`src/rtl/reg_file_pkg.sv`:
```
// Shared register-file constants for decode, writeback mux and storage.
// Holds architectural register indices and default geometry.
package reg_file_pkg;

    localparam int DEF_WIDTH      = 32;
    localparam int DEF_DEPTH_LOG2 = 5;
    localparam int DEF_NREGS      = 2 ** DEF_DEPTH_LOG2;

    localparam logic [DEF_DEPTH_LOG2-1:0] REG_ZERO = 5'd0;
    localparam logic [DEF_DEPTH_LOG2-1:0] REG_SP   = 5'd29;
    localparam logic [DEF_DEPTH_LOG2-1:0] REG_RA   = 5'd31;

    typedef logic [DEF_DEPTH_LOG2-1:0] reg_idx_t;
    typedef logic [DEF_WIDTH-1:0]      reg_data_t;

    function automatic logic is_zero_reg(input reg_idx_t idx);
        return idx == REG_ZERO;
    endfunction

endpackage

```
`src/rtl/reg_file_wr_decoder.sv`:
```
// Enabled binary-to-one-hot decoder with optional bit-0 mask.
// Also usable for data-memory byte-lane enables with MASK_ZERO=0.
module wr_decoder #(
    parameter int DEPTH_LOG2 = 5,
    parameter bit MASK_ZERO  = 1'b1
) (
    input  logic                     i_en,
    input  logic [DEPTH_LOG2-1:0]    i_addr,
    output logic [2**DEPTH_LOG2-1:0] o_sel
);

    always_comb begin
        o_sel = '0;
        if (i_en) begin
            o_sel[i_addr] = 1'b1;
        end
        if (MASK_ZERO) begin
            o_sel[0] = 1'b0;
        end
    end

endmodule

```
`src/rtl/reg_file.sv`:
```
// MIPS GPR file: 31 stored registers, r0 hardwired to zero.
// Two combinational read ports, one synchronous write port.
module reg_file
    import reg_file_pkg::*;
#(
    parameter int WIDTH      = DEF_WIDTH,
    parameter int DEPTH_LOG2 = DEF_DEPTH_LOG2,
    parameter int BYPASS     = 0
) (
    input  logic                  clk,
    input  logic                  rst,
    input  logic                  we,
    input  logic [DEPTH_LOG2-1:0] waddr,
    input  logic [WIDTH-1:0]      wdata,
    input  logic [DEPTH_LOG2-1:0] raddr1,
    input  logic [DEPTH_LOG2-1:0] raddr2,
    output logic [WIDTH-1:0]      rdata1,
    output logic [WIDTH-1:0]      rdata2
);

    localparam int NREGS = 2 ** DEPTH_LOG2;
    localparam bit BYP   = (BYPASS != 0);

    logic [WIDTH-1:0] r_regs [1:NREGS-1];
    logic [NREGS-1:0] w_sel;
    logic             w_wr_nz;
    logic             w_hit1;
    logic             w_hit2;

    wr_decoder #(
        .DEPTH_LOG2(DEPTH_LOG2),
        .MASK_ZERO (1'b1)
    ) u_wr_decoder (
        .i_en  (we),
        .i_addr(waddr),
        .o_sel (w_sel)
    );

    // Reset wins over a same-edge write
    always_ff @(posedge clk) begin
        for (int i = 1; i < NREGS; i++) begin
            if (rst) begin
                r_regs[i] <= '0;
            end else if (w_sel[i]) begin
                r_regs[i] <= wdata;
            end
        end
    end

    assign w_wr_nz = we && (waddr != '0);
    assign w_hit1  = BYP && w_wr_nz && (raddr1 == waddr);
    assign w_hit2  = BYP && w_wr_nz && (raddr2 == waddr);

    always_comb begin
        rdata1 = '0;
        if (w_hit1) begin
            rdata1 = wdata;
        end else if (raddr1 != '0) begin
            rdata1 = r_regs[raddr1];
        end
    end

    always_comb begin
        rdata2 = '0;
        if (w_hit2) begin
            rdata2 = wdata;
        end else if (raddr2 != '0) begin
            rdata2 = r_regs[raddr2];
        end
    end

endmodule

```
`config.mk`:
```
export PLATFORM = sky130hd
export DESIGN_NAME = reg_file
export DESIGN_NICKNAME = d
export VERILOG_FILES = /design/src/rtl/reg_file_pkg.sv /design/src/rtl/reg_file_wr_decoder.sv /design/src/rtl/reg_file.sv
export SDC_FILE = /design/constraint.sdc
export NUM_CORES = 2
export LEC_CHECK = 0
export ABC_AREA = 1
export BUFFER_PORTS_ARGS = -buffer_cell sky130_fd_sc_hd__buf_2
export CAP_MARGIN = 10
export CELL_PAD_IN_SITES_DETAIL_PLACEMENT = 1
export CELL_PAD_IN_SITES_GLOBAL_PLACEMENT = 1
export CORE_MARGIN = 10
export CORE_UTILIZATION = 49
export CTS_BUF_LIST = sky130_fd_sc_hd__clkbuf_8
export DETAILED_ROUTE_END_ITERATION = 8
export PLACE_DENSITY_LB_ADDON = 0.1
export SLEW_MARGIN = 25
export SYNTH_ARGS = -nofsm -noshare
export SYNTH_HDL_FRONTEND = slang
export SYNTH_SLANG_ARGS = --single-unit
```
`constraint.sdc`:
```
create_clock -name clk -period 2.6 [get_ports clk]
set_clock_uncertainty 0.15 [all_clocks]
set_input_delay 0.13 -clock clk [delete_from_list [all_inputs] [get_ports clk]]
set_output_delay 0.13 -clock clk [all_outputs]
set_load 0.02 [all_outputs]
```
==> key figures <==
Setup path
  – CP startpoint kind: flip-flop
  – Max Fanout on Critical Path: 2
  – Data required time at the worst endpoint: roughly 2.3 ns
  – Worst endpoint data arrival time: ~2.4 ns
  – Worst setup path category: flip-flop to output port
  – Crit path capture type: output port
  – Critical path launch point: r_regs[30][31]$_SDFFCE_PN0P_

Clocking
  – Cell at the root of the clock tree: clkbuf_8
  – Number of clock sinks: a little under 1k
  – Clock slew at reported path FFs: around 0.06 ns
  – Clock Path Buffers: 3
  – Total CTS buffers: between 150 and 200
  – CTS H-Tree Depth: 4
  – TritonCTS clock tree: done

Floorplan
  – Height of the die: between 300 and 400 um
  – Die Outline Area: between 0.1 and 0.15 mm2
  – Total core area: around 0.12 mm2
  – Std-Cell Rows: around 130
  – Initial Util: around 49%
  – Chip Width: 363 um
  – Ports: between 100 and 150

Global routing
  – Pin count of the biggest net entering global routing: between 80 and 90
  – Via count of the first global-routing pass: 59.3k
  – Total GRT Usage: between 30 and 40%
  – Initial antenna violation count: 4
  – Global-route wire length before repair: just under 400 mm
  – Congestion Overflow GR: 0

Final layout
  – Register bank with the most flops: r_regs
  – Most frequent cells in the layout: nand2_1 (2,736), nor2_1 (1,011), edfxtp_1 (992), nand3_1 (897), inv_1 (695)
  – # nets final: 7,768
  – Number of flip-flops under the largest register name: a little under 1k
  – Post-layout util: 57.3%
  – Commonest non-fill, non-tap cell in the layout: nand2_1
  – Share of final-layout standard cells stronger than drive strength 1: about 15%
  – Area growth syn-to-layout: 15.8%
  – Registers with the most flip-flops: r_regs x992

Min path
  – Worst Hold Class: input pin to flip-flop
  – Worst Hold Launch: wdata[14]

Power and ir drop
  – Share of power burned in the clock network: 34.3%
  – Reported net switching power: 0.0125 W
  – Ratio of total power to cell area: approximately 590 mW/mm2
  – Internal power: 0.0272 W
  – Worst voltage drop across the vdd grid: about 0.51 mV
  – Part of the total power dissipated in combinational logic: around 18%
  – Sequential group share of total power: a little under half
  – Leakage power summed over all cells: 30.1 nW
  – Switching Share: between 30% and 40%

Run status
  – Violations in the final reports: negative setup slack
  – Outcome: finished with violations

Route
  – Drt total wl: approximately 270 mm
  – Number of nets still failing antenna checks after routing: 0
  – Iteration count of the initial detailed-routing pass: 6
  – Via total after detailed routing: between 50k and 60k
  – Remaining design rule violation count: 0
  – Via-per-instance ratio: roughly 6.2
  – Drt initial violations: between 7k and 8k
  – Average wire per standard cell: between 20 and 30 um

STA
  – Peak clock frequency supported by timing: ~0.38 GHz
  – Relative max-transition margin: 40.2%
  – Setup repair after global routing missed its margin: true
  – Final worst setup slack: -0.0451 ns
  – Final cycle utilization of the critical path: 102%
  – Post-layout min period: ~2.6 ns
  – Count of final setup violators: 5
  – Max Transition Viols Final: 0
  – Total negative slack: -0.0845 ns
  – Transition time at the pin with the least slew margin: roughly 0.90 ns
  – Hold Vio Cnt, Final: 0

Placement
  – HPWL after detailed placement: about 160 mm
  – Port Buffer Count: 113
  – Final RePlAce weighted congestion: between 0.9 and 1

Flow run
  – Count of max-cap constraint violations: 0

Synthesis
  – Cell area after synthesis: between 0.05 and 0.06 mm2
  – Unique cell type count in the Yosys netlist: 22
  – Average footprint of a synthesized cell: ~7.5 um2
  – Cells after Synth: 7,660
  – Cell type with the largest total area after synthesis: edfxtp_1
  – Synth Net Count: 7,710
  – Area share of the largest cell type after synthesis: between 50% and 60%
  – Sequential-to-total area share from yosys stat: between 50 and 60%
  – Total number of yosys warnings: 0
  – Flip-flop and latch count after synthesis: roughly 990
  – Top area cells in the synthesized netlist: edfxtp_1 (52%), nand2_1 (18%), nand3_1 (9.0%), nor2_1 (6.9%), inv_1 (4.3%)
stage by stage:
step / instance area (um2) / worst slack [ns] / instances / power, W / hold slack [ns]
after floorplan: 57600 / 0.426 / 7660 / 0.0227 / 0.219
after global placement: 61500 / 0.124 / 9014 / 0.0253 / 0.569
after detailed placement: 61500 / 0.166 / 9014 / 0.0256 / 0.580
after CTS: 66100 / -0.0619 / 9368 / 0.0392 / 0.110
after global routing: 66700 / -0.0770 / 9374 / 0.0408 / 0.217
final: 66700 / -0.0451 / 9376 / 0.0397 / 0.190
power groups by stage:
stage                     logic [W]  clock network, W  registers, W
after global placement      0.00614                 0        0.0192
after floorplan             0.00357                 0        0.0191
after CTS                   0.00669            0.0136        0.0189
final                       0.00709            0.0136        0.0190
after detailed placement    0.00632                 0        0.0192
after global routing        0.00745            0.0143        0.0190
layer usage:
| layer | wire length (um) | part of all wire [%] | global-route usage [%] |
|---|---|---|---|
| met5 | 0 | 0 | 0 |
| met4 | 19400 | 7.2 | 25.5 |
| met3 | 30600 | 11 | 8.54 |
| met2 | 121000 | 45 | 63.0 |
| met1 | 95700 | 36 | 48.4 |
final timing paths:
path	end	slack (ns)	depth (start not counted)
max	rdata2[31]	-0.05	9
min	r_regs[7][14]$_SDFFCE_PN0P_	0.19	5
critical path, stage by stage (launching register included):
cell and delay [ns]:
edfxtp_1 0.37, inv_1 0.06, nand2_1 0.06, nand3_1 0.11
nand3_2 0.12, nand3_2 0.10, nand3_4 0.14, nand2_4 0.07
nor2_4 0.23, buf_6 0.16
final cells by class:
type | count | area (um2)
repair buffers | 482 | 5230
well taps | 1524 | 1910
multi-input cells | 5400 | 24200
clock buffers | 184 | 2530
flip-flops and latches | 992 | 29800
fillers | 14200 | 49800
inverters | 664 | 2530
clock inverters | 126 | 553
diodes | 4 | 10.0
cell usage after synthesis, drive strengths merged:
master  instances
or2            11
o21ai         158
nand3        1053
edfxtp        992
nand2        2818
clkbuf        376
buf           228
nor3           11
nor2         1190
inv           663
a21oi         159
clkinv          1
logic make-up (layout without fill, tap and decap cells):
group                  count (synthesis)  count (layout)  share of synthesized area, %
other                                  0               4                             0
and+or+nand+nor                     5083            5083                          36.5
DFF                                  992             992                          51.7
buffers and inverters               1268            1456                          9.07
AOI/OAI and AO/OA                    317             317                          2.75
timing repair:
item                       4_1_cts  5_1_grt
setup endpoints to repair       60       61
resized for setup              273      211
pin swaps                       55       86
hold buffers                    43        0
setup buffers                    3        4
hold endpoints to repair      1583        0
Note: power is estimated with default switching activity, not from simulation.
